### src/rtl/apu_sq1_write_scheduler.sv
// apu_sq1_write_scheduler
// Sole writer of the square-1 APU register bank. Host register writes arrive
// as UART nibble-pair bytes, are queued in a small FIFO and share the register
// port with a built-in sound-effect sequencer that owns the port while bursting
// or muting.
// Optional build macro: APU_SQ1_HOST_MASK_EN -- when defined, host writes that
// leave the queue while an effect is holding are discarded so the effect's
// registers stay untouched.
module apu_sq1_write_scheduler #(
    parameter int         FIFO_DEPTH = 2,
    parameter logic [7:0] MUTE_VAL   = 8'h30
) (
    input  logic       clk,
    input  logic       rst_n,
    input  logic [7:0] rx_data,
    input  logic       rx_valid,
    input  logic       frame_tick,
    input  logic       sfx_req,
    input  logic [1:0] sfx_id,
    output logic       reg_we,
    output logic [1:0] reg_addr,
    output logic [7:0] reg_data,
    output logic       sfx_busy,
    output logic       host_err
);

    localparam int          AW       = $clog2(FIFO_DEPTH);
    localparam logic [AW:0] FULL_CNT = (AW+1)'(FIFO_DEPTH);
    localparam logic [AW:0] PTR_ONE  = (AW+1)'(1);

    typedef enum logic [1:0] {IDLE, BURST, HOLD, MUTE} state_t;

    // Burst write order is reg1, reg0, reg2, reg3.
    function automatic logic [1:0] burst_addr(input logic [1:0] step);
        case (step)
            2'd0:    burst_addr = 2'd1;
            2'd1:    burst_addr = 2'd0;
            default: burst_addr = step;
        endcase
    endfunction

    function automatic logic [7:0] burst_data(input logic [1:0] id, input logic [1:0] step);
        logic [31:0] row;
        case (id)
            2'd0:    row = 32'hA7_82_7C_09;
            2'd1:    row = 32'h93_9E_3A_0A;
            2'd2:    row = 32'hCB_9F_EF_08;
            default: row = 32'h00_00_00_00;
        endcase
        case (step)
            2'd0:    burst_data = row[31:24];
            2'd1:    burst_data = row[23:16];
            2'd2:    burst_data = row[15:8];
            default: burst_data = row[7:0];
        endcase
    endfunction

    function automatic logic [7:0] sfx_len(input logic [1:0] id);
        case (id)
            2'd0:    sfx_len = 8'h28;
            2'd1:    sfx_len = 8'h0A;
            2'd2:    sfx_len = 8'h0E;
            default: sfx_len = 8'h01;
        endcase
    endfunction

    state_t      state;
    logic [1:0]  idx;
    logic [1:0]  cur_id;
    logic [7:0]  cnt;
    logic        pend_valid;
    logic [1:0]  pend_id;
    logic [1:0]  next_id;
    logic        sfx_write;

    logic        lo_valid;
    logic [1:0]  lo_addr;
    logic [3:0]  lo_nib;

    logic [9:0]  fifo_mem [FIFO_DEPTH];
    logic [AW:0] wr_ptr;
    logic [AW:0] rd_ptr;
    logic [AW:0] fifo_cnt;
    logic        fifo_empty;
    logic        fifo_full;

    logic        byte_bad;
    logic        is_lo;
    logic        is_hi;
    logic        pair_ok;
    logic        pair_bad;
    logic [9:0]  push_word;
    logic        host_go;
    logic        pop;
    logic        bypass;
    logic        do_push;
    logic        overflow;
    logic [9:0]  host_word;
    logic        host_emit;

    // Decide whether the sequencer drives the register port at the coming edge.
    always_comb begin
        sfx_write = 1'b0;
        next_id   = sfx_req ? sfx_id : pend_id;
        case (state)
            IDLE, HOLD: sfx_write = sfx_req && (sfx_id != 2'd3);
            BURST:      sfx_write = 1'b1;
            MUTE:       sfx_write = 1'b1;
            default:    sfx_write = 1'b0;
        endcase
    end

    // Decode host bytes and pick the host write source (queue head, or the
    // incoming pair directly when the queue is empty so latency stays one cycle).
    always_comb begin
        byte_bad   = rx_valid && rx_data[7];
        is_lo      = rx_valid && !rx_data[7] && !rx_data[4];
        is_hi      = rx_valid && !rx_data[7] && rx_data[4];
        pair_ok    = is_hi && lo_valid && (lo_addr == rx_data[6:5]);
        pair_bad   = is_hi && !pair_ok;
        push_word  = {rx_data[6:5], rx_data[3:0], lo_nib};
        fifo_cnt   = wr_ptr - rd_ptr;
        fifo_empty = (fifo_cnt == '0);
        fifo_full  = (fifo_cnt == FULL_CNT);
        host_go    = !sfx_write && ((state == IDLE) || (state == HOLD));
        pop        = host_go && !fifo_empty;
        bypass     = host_go && fifo_empty && pair_ok;
        do_push    = pair_ok && !bypass && (!fifo_full || pop);
        overflow   = pair_ok && !bypass && fifo_full && !pop;
        host_word  = fifo_empty ? push_word : fifo_mem[rd_ptr[AW-1:0]];
`ifdef APU_SQ1_HOST_MASK_EN
        host_emit  = (pop || bypass) && (state != HOLD);
`else
        host_emit  = pop || bypass;
`endif
    end

    // Host nibble latch and the error pulse.
    always_ff @(posedge clk or negedge rst_n) begin
        if (!rst_n) begin
            lo_valid <= 1'b0;
            lo_addr  <= 2'd0;
            lo_nib   <= 4'd0;
            host_err <= 1'b0;
        end else begin
            if (is_lo) begin
                lo_valid <= 1'b1;
                lo_addr  <= rx_data[6:5];
                lo_nib   <= rx_data[3:0];
            end else if (is_hi) begin
                lo_valid <= 1'b0;
            end
            host_err <= byte_bad || pair_bad || overflow;
        end
    end

    // Host write queue pointers.
    always_ff @(posedge clk or negedge rst_n) begin
        if (!rst_n) begin
            wr_ptr <= '0;
            rd_ptr <= '0;
        end else begin
            if (do_push) wr_ptr <= wr_ptr + PTR_ONE;
            if (pop)     rd_ptr <= rd_ptr + PTR_ONE;
        end
    end

    // Host write queue storage; contents are only meaningful between pointers.
    always_ff @(posedge clk) begin
        if (do_push) fifo_mem[wr_ptr[AW-1:0]] <= push_word;
    end

    // Effect sequencer plus the registered register-port outputs.
    always_ff @(posedge clk or negedge rst_n) begin
        if (!rst_n) begin
            state      <= IDLE;
            idx        <= 2'd0;
            cur_id     <= 2'd0;
            cnt        <= 8'd0;
            pend_valid <= 1'b0;
            pend_id    <= 2'd0;
            reg_we     <= 1'b0;
            reg_addr   <= 2'd0;
            reg_data   <= 8'd0;
            sfx_busy   <= 1'b0;
        end else begin
            reg_we <= 1'b0;
            case (state)
                IDLE, HOLD: begin
                    if (sfx_req) begin
                        sfx_busy   <= 1'b1;
                        cur_id     <= sfx_id;
                        pend_valid <= 1'b0;
                        if (sfx_id == 2'd3) begin
                            state <= MUTE;
                        end else begin
                            reg_we   <= 1'b1;
                            reg_addr <= burst_addr(2'd0);
                            reg_data <= burst_data(sfx_id, 2'd0);
                            idx      <= 2'd1;
                            state    <= BURST;
                        end
                    end else if (state == HOLD && frame_tick) begin
                        cnt <= cnt - 8'd1;
                        if (cnt == 8'd1) state <= MUTE;
                    end
                end
                BURST: begin
                    reg_we   <= 1'b1;
                    reg_addr <= burst_addr(idx);
                    reg_data <= burst_data(cur_id, idx);
                    if (idx == 2'd3) begin
                        if (sfx_req || pend_valid) begin
                            cur_id     <= next_id;
                            pend_valid <= 1'b0;
                            idx        <= 2'd0;
                            state      <= (next_id == 2'd3) ? MUTE : BURST;
                        end else begin
                            cnt   <= sfx_len(cur_id);
                            state <= HOLD;
                        end
                    end else begin
                        idx <= idx + 2'd1;
                        if (sfx_req) begin
                            pend_valid <= 1'b1;
                            pend_id    <= sfx_id;
                        end
                    end
                end
                MUTE: begin
                    reg_we <= 1'b1;
                    if (sfx_req && sfx_id != 2'd3) begin
                        cur_id   <= sfx_id;
                        reg_addr <= burst_addr(2'd0);
                        reg_data <= burst_data(sfx_id, 2'd0);
                        idx      <= 2'd1;
                        state    <= BURST;
                    end else begin
                        reg_addr <= 2'd0;
                        reg_data <= MUTE_VAL;
                        sfx_busy <= 1'b0;
                        state    <= IDLE;
                    end
                end
                default: state <= IDLE;
            endcase
            if (host_emit) begin
                reg_we   <= 1'b1;
                reg_addr <= host_word[9:8];
                reg_data <= host_word[7:0];
            end
        end
    end

endmodule
### config.mk
export PLATFORM = sky130hd
export DESIGN_NAME = apu_sq1_write_scheduler
export DESIGN_NICKNAME = d
export VERILOG_FILES = /design/src/rtl/apu_sq1_write_scheduler.sv
export SDC_FILE = /design/constraint.sdc
export NUM_CORES = 1
export LEC_CHECK = 0
export CAP_MARGIN = 20
export CORE_AREA = 2 2 94 96
export CTS_CLUSTER_DIAMETER = 80
export CTS_CLUSTER_SIZE = 24
export DETAILED_ROUTE_END_ITERATION = 10
export DIE_AREA = 0 0 96 98
export GPL_TIMING_DRIVEN = 0
export PLACE_DENSITY = 0.63
export SLEW_MARGIN = 40
export SYNTH_ARGS = -nofsm -noshare
export SYNTH_HDL_FRONTEND = slang
export SYNTH_SLANG_ARGS = --single-unit
### constraint.sdc
create_clock -name clk -period 4.3 [get_ports clk]
set_clock_uncertainty 0.2 [all_clocks]
set_input_delay 0.645 -clock clk [delete_from_list [all_inputs] [get_ports clk]]
set_output_delay 0.645 -clock clk [all_outputs]
set_load 0.02 [all_outputs]
==> out/results.ini, run 1 <==
[synthesis]
synth_sequential_area_ratio = 0.494
asyncSetResetFlopFracSynth = 0.672
yosysUniqueCellTypes = 61
synth_cells = 306
synthesis.area_per_instance_sq_um = 10.8
synth_enable_flop_cells = 20
ys_seq_elements = 61
synth_flop_cell = dfrtp_1
area_of_the_mapped_netlist_sq_um = 3290
synth-warning-count = 0
syn_nets = 331

[floorplan]
fp.coreArea_sq_um = 8470
core.rowCount = 34
initial_utilization = 0.389
die_w_um = 96
pin_count = 28
design.die.area_sq_um = 9410
die_y_um = 98

[grt]
grtUsageTotal = 0.173
wire_length_of_the_first_global_routing_pass_um = 12400
first_global_vias = 2405
grt-ovfl-total = 0
grt_start_max_net_pins = 22
number_of_antenna_violations_at_the_first_check_in_global_routing = 0

[cts]
number_of_buffers_created_by_cts = 9
clockRootBuffer = clkbuf_8
cts_resized = 0
clkSlewWorstSetupHoldPaths_ns = 0.06
ctsLongestPathBuffers = 2
cts_tree = done
numClockSinks = 61
clock_insertion_delay_worst_skew_ns = 0.34
cts.repair_timing.setup_buffer_count = 0
cts.htree.levels = 3

[setup_path]
crit_required_ns = 4.07
r2r-end = fifo_mem[0][4]
worst-setup-path-type = primary input to register
crit_start = rx_data[4]
worst-r2r-cell-count = 5
critical_path.slowest_cell = nor2_2
critical_path_peak_fanout = 10
critical-path-max-stage-delay_ns = 0.52
timing.rr.start = lo_addr[0]
crit_path_start_kind = primary input
cp_cell_sequence = clkdlybuf4s50_1 > nand4b_1 > nor3_4 > buf_6 > nand3_2 > nor2_2
worst_setup_path_end_kind = register
setup.reg_to_reg.worst_slack_ns = 1.91
cp_data_arrival_time_ns = 2.61

[min_path]
hold_end = lo_valid
min_path_cells = 1
worstHoldPathType = register to register
min_from = lo_valid

[final_layout]
layout-drive-gt1-share = 0.174
nNetsFinal = 370
layout.cells.most_common = dfrtp_1
filler_cell_count = 781
sequential_cell_area_sq_um = 1630
antenna_cells = 0
multi_input_area_sq_um = 1500
area_growth_syn_to_layout_pct = 20.2
most-common-layout-cells = 41 x dfrtp_1, 31 x nor2_1, 25 x a21oi_1, 25 x clkdlybuf4s50_1, 20 x edfxtp_1

[power]
power.combinational.fraction = 0.485
total_leakage_power_nw = 1.59
p_sw_w = 0.00116
p_int_w = 0.00177
power.switching_fraction = 0.396
power.density_cell_area_nw_per_um2 = 739
vdd_drop_max_uv = 318
clockPowerShare = 0.207
sequential_cell_fraction_of_total_power = 0.308

[timing]
worst_pin_slew_ns = 0.669
hold_viol = 0
max_clock_freq_ghz = 0.352
setup_viol = 0
postLayoutSetupSlackWorst_ns = 1.46
sum_of_negative_setup_slack_ns = 0
timing.final.max_slew_violations = 0
final_min_period_over_clock_period = 0.661
final.min_clock_period_ns = 2.84
slew_margin_rel = 0.552
unrepaired_setup_endpoints_after_global_routing = false

[drt]
drt_iter0_markers = 159
wl_per_cell_um = 16.4
vias = 2431
route.antenna.remaining_nets = 0
post_drt_via_cell_ratio = 5.31
detailedRoute.firstPassIterationCount = 4
drt-total-wl_um = 7500
detail_route.drc_violations = 0

[place]
dp_worst_setup_slack_ns = 1.11
hpwlAfterDp_um = 5400
place.gp.congestion = 0.837
numPortBuffers = 26

[status]
outcome = finished, final reports clean

[run]
drv.max_cap_violation_count = 0

==> cell usage after synthesis, types with 3 or more instances <==
master	count	area, sq um
xnor2_1	6	52.6
xor2_1	3	26.3
a22oi_1	3	22.5
buf_4	3	22.5
o21ai_0	14	70.1
nor2_1	33	124
or3_1	3	18.8
inv_1	15	56.3
mux2i_1	15	150
ha_1	10	125
o211ai_1	5	37.5
edfxtp_1	20	601
nand2_1	17	63.8
nand3_1	6	30.0
buf_2	7	35.0
nor2b_1	3	18.8
a21oi_1	25	125
mux2_2	10	113
nand2b_1	3	18.8
nor3_1	6	30.0
buf_6	3	33.8
o22ai_1	3	18.8
o21ai_1	3	15.0
dfrtp_1	41	1030
a221o_1	5	50.1
==> per-stage QoR <==
stage / area [sq um] / utilization / instances / total power (W) / hold WS [ns]
global placement: 3690 / 0.436 / 440 / 0.00229 / 0.261
finish: 3960 / 0.468 / 458 / 0.00293 / 0.285
CTS: 3960 / 0.468 / 458 / 0.00293 / 0.290
detailed placement: 3720 / 0.439 / 441 / 0.00232 / 0.274
floorplan: 3290 / - / 306 / 0.00191 / 0.149
global route: 3960 / 0.468 / 458 / 0.00313 / 0.319
==> what timing repair did <==
item,4_1_cts,5_1_grt
hold buffers,1,0
setup endpoints to repair,0,0
hold endpoints to repair,4,0
==> power by group through the flow <==
stage	Clock, W	Sequential, W	Combinational, W
after floorplan	0	0.000945	0.000963
after global placement	0	0.000905	0.00138
after detailed placement	0	0.000911	0.00141
after CTS	0.000614	0.000900	0.00142
after global routing	0.000640	0.000925	0.00156
final	0.000606	0.000901	0.00142
==> flip-flops by register name (all words and copies together) (netlist names) <==
register / count
cnt: 8
cur_id: 2
fifo_mem: 20
host_err: 1
idx: 2
lo_addr: 2
lo_nib: 4
lo_valid: 1
pend_id: 2
pend_valid: 1
rd_ptr: 2
reg_addr: 2
reg_data: 8
reg_we: 1
sfx_busy: 1
state: 2
wr_ptr: 2
==> worst max-delay path, delay by kind of cell <==
family	cells	cell delay [ns]
and+or+nand+nor	4	1.24
buffers and inverters	2	0.72
==> worst max-delay path by stage <==
stage                                end  slack [ns]  cells after the start
after floorplan           fifo_mem[1][0]        1.81                      5
after global placement    fifo_mem[0][3]        0.86                      6
after global routing      fifo_mem[0][1]        1.34                      6
final                     fifo_mem[0][4]        1.46                      6
after CTS                 fifo_mem[0][0]        1.47                      6
after detailed placement  fifo_mem[0][3]        1.11                      6
==> logic make-up after synthesis <==
family                     synth area share
AOI/OAI and AO/OA                     0.158
xor gates and xnor gates             0.0289
adders and majority gates            0.0380
buffers and inverters                0.0516
DFF                                   0.494
muxes                                0.0832
and+or+nand+nor                       0.147
==> routing by layer <==
layer | global-route usage | vias up | routed length [um]
met5 | 0 | - | 0
met4 | 0.0637 | 0 | 112
met3 | 0.0301 | 11 | 184
met2 | 0.261 | 41 | 3600
met1 | 0.247 | 1190 | 3610
li1 | - | 1189 | -
==> final cells by class <==
type,count,area share
tap,108,0.0341
timing repair buffer,28,0.0745
buffer,15,0.0278
clock inverter,5,0.0253
sequential,61,0.411
inverter,16,0.0152
clock buffer,11,0.0332
multi-input combinational,214,0.379
Note: power is estimated with default switching activity, not from simulation.
==> run 2: changes to the inputs <==
Clock period 4.3 ns to 2.65 ns, I/O delays scaled along.
==> results of run 2 <==
The final DEF is identical to that of run 1. Status: finished, final reports clean.
Among the figures that moved: setup slack after placement 1.11 ns -> -0.291 ns; setup slack after layout 1.46 ns -> 0.0541 ns; hold slack 0.285 ns -> 0.133 ns; register-to-register setup slack 1.91 ns -> 0.26 ns; end point of the worst hold path lo_valid -> pend_valid; total power 0.00293 W -> 0.00475 W; worst IR drop on VDD 318 uV -> 516 uV
==> run 3: changes to the inputs <==
Settings changed: CORE_AREA 2 2 94 96 to 2 2 105 87, DIE_AREA 0 0 96 98 to 0 0 107 89, PLACE_DENSITY 0.63 to 0.62.
==> run 3 against run 2 <==
Effect of this change: flip-flop and latch count is the same; routed wire length down 2.6%; via count about the same; combinational power about the same; clock power is 0.5% lower; setup slack got worse by 0.0061 ns; final cell count is 0.87% higher; sequential power hardly changed; critical path type unchanged; highest routed layer unchanged.
==> out/results.ini, run 3 (synthesis gave the netlist of run 1 again) <==
[status]
outcome = finished, final reports clean  ; unchanged

[final_layout]
antenna_cells = 0  ; unchanged
area_growth_syn_to_layout_pct = 20.2  ; about the same
most-common-layout-cells = 41 x dfrtp_1, 31 x nor2_1, 25 x a21oi_1, 25 x clkdlybuf4s50_1, 20 x edfxtp_1  ; unchanged
final_cell_area_sq_um = 3960  ; about the same
layout-drive-gt1-share = 0.174  ; unchanged
filler_cell_count = 782  ; was 781
number_of_flip_flops_in_the_largest_register = 20  ; unchanged
final_cell_count_no_fill = 462  ; was 458
nNetsFinal = 370  ; unchanged
layout.cells.most_common = dfrtp_1  ; unchanged

[run]
drv.max_cap_violation_count = 0  ; unchanged

[cts]
cts.htree.levels = 3  ; unchanged
cts_tree = done  ; unchanged
clock_insertion_delay_worst_skew_ns = 0.33  ; was 0.34 ns
numClockSinks = 61  ; unchanged
cts.repair_timing.setup_buffer_count = 0  ; unchanged
ctsLongestPathBuffers = 2  ; unchanged
cts_resized = 0  ; unchanged
clkSlewWorstSetupHoldPaths_ns = 0.07  ; was 0.06 ns
number_of_buffers_created_by_cts = 9  ; unchanged
clockRootBuffer = clkbuf_8  ; unchanged

[grt]
grt-ovfl-total = 0  ; unchanged
grt_start_max_net_pins = 24  ; was 22
first_global_vias = 2339  ; was 2405
number_of_antenna_violations_at_the_first_check_in_global_routing = 0  ; unchanged
wire_length_of_the_first_global_routing_pass_um = 12000  ; was 12400 um
grtUsageTotal = 0.167  ; was 0.173

[power]
vdd_drop_max_uv = 503  ; was 516 uV
total_leakage_power_nw = 1.59  ; about the same
power.density_cell_area_nw_per_um2 = 1190  ; was 1200 nW/um^2

[setup_path]
worst_setup_path_end_kind = register  ; unchanged
critical_path.slowest_cell = clkdlybuf4s50_1  ; was nor2_2
worst-setup-path-type = primary input to register  ; unchanged
cp_data_arrival_time_ns = 2.36  ; was 2.37 ns
worst-r2r-cell-count = 5  ; unchanged
critical-path-max-stage-delay_ns = 0.51  ; was 0.52 ns
critical_path_peak_fanout = 10  ; unchanged
timing.rr.start = lo_valid  ; was lo_addr[0]
crit_path_start_kind = primary input  ; unchanged
r2r-end = fifo_mem[0][9]  ; was fifo_mem[0][4]
cell_family_with_most_cp_delay = simple AND/OR/NAND/NOR gates  ; unchanged
setup.reg_to_reg.worst_slack_ns = 0.28  ; was 0.26 ns
cp_cell_sequence = clkdlybuf4s50_1 > nand4b_1 > nor3_4 > buf_6 > nand3_2 > nor2_2  ; unchanged
crit_required_ns = 2.41  ; was 2.42 ns
crit_buf_inv = 2  ; unchanged

[timing]
worst_pin_slew_ns = 0.643  ; was 0.669 ns
holdWs_ns = 0.146  ; was 0.133 ns
max_clock_freq_ghz = 0.384  ; was 0.385 GHz
slew_margin_rel = 0.570  ; was 0.552
hold_viol = 0  ; unchanged
setup_viol = 0  ; unchanged
final.min_clock_period_ns = 2.60  ; about the same
final_min_period_over_clock_period = 0.982  ; was 0.980
timing.final.max_slew_violations = 0  ; unchanged
unrepaired_setup_endpoints_after_global_routing = true  ; unchanged

[floorplan]
die_w_um = 107  ; was 96 um
initial_utilization = 0.394  ; was 0.389
core.rowCount = 30  ; was 34
pin_count = 28  ; unchanged
die_y_um = 89  ; was 98 um
design.die.area_sq_um = 9520  ; was 9410 sq um
fp.coreArea_sq_um = 8370  ; was 8470 sq um

[drt]
detail_route.drc_violations = 0  ; unchanged
drt_iter0_markers = 126  ; was 159
route.antenna.remaining_nets = 0  ; unchanged
wl_per_cell_um = 15.8  ; was 16.4 um
drt-total-wl_um = 7310  ; was 7500 um
detailedRoute.firstPassIterationCount = 4  ; unchanged
vias = 2429  ; was 2431
post_drt_via_cell_ratio = 5.26  ; was 5.31

[place]
dp_cells = 445  ; was 441
placedInstanceArea_sq_um = 3720  ; about the same
numPortBuffers = 26  ; unchanged
place.gp.congestion = 0.791  ; was 0.837
hpwlAfterDp_um = 5470  ; was 5400 um

[min_path]
hold_end = pend_valid  ; unchanged
min_from = sfx_req  ; unchanged
min_path_cells = 2  ; unchanged
worstHoldPathType = primary input to register  ; unchanged

## run 3: cell counts in the layout (fill, tap and decap cells not counted)
No cell type changed its count.
## run 3: cell type report
| type | count | area, sq um | share of cell area |
|---|---|---|---|
| Sequential cell | 61 | 1630 | 0.411 |
| Clock buffer | 11 | 131 | 0.0332 |
| Tap cell | 112 | 140 | 0.0354 |
| Timing Repair Buffer | 28 | 288 | 0.0727 |
| Buffer | 15 | 110 | 0.0278 |
| Clock inverter | 5 | 100 | 0.0253 |
| Multi-Input combinational cell | 214 | 1500 | 0.380 |
| Inverter | 16 | 60.1 | 0.0152 |
## run 3: timing repair
item	in CTS	in global routing
endpoints found under the setup margin	0	20
hold endpoints to repair	18	0
hold buffers	1	0
## run 3: where the power goes
group | internal, W | total, W | switching [W]
logic | 0.000995 | 0.00229 | 0.00130
clock network | 0.000623 | 0.000978 | 0.000355
registers | 0.00125 | 0.00146 | 0.000205
## run 3: worst max-delay path by stage
stage,from,cells past startpoint,endpoint
3_5_place_dp,rx_data[7],6,fifo_mem[1][4]
3_3_place_gp,sfx_id[0],6,fifo_mem[0][4]
4_1_cts,rx_data[7],6,fifo_mem[1][2]
5_1_grt,rx_data[7],6,fifo_mem[0][9]
6_report,rx_data[4],6,fifo_mem[0][9]
2_1_floorplan,rx_data[7],5,fifo_mem[1][0]
## run 3: metal layers
layer / track usage / vias to the layer above / routed length (um)
met3: 0.0459 / 6 / 322
met2: 0.261 / 55 / 3320
met4: 0.0425 / 0 / 70
met5: 0 / - / 0
met1: 0.234 / 1175 / 3590
li1: - / 1193 / -
## run 3: through the flow
step | worst slack (ns) | total power, W | utilization | TNS [ns]
after floorplan | 0.412 | 0.00309 | - | 0
after global placement | -0.559 | 0.00373 | 0.441 | -22.20
after detailed placement | -0.325 | 0.00375 | 0.444 | -6.45
after CTS | 0.0287 | 0.00476 | 0.473 | 0
after global routing | -0.0711 | 0.00507 | 0.473 | -1.05
final | 0.0480 | 0.00473 | 0.473 | 0
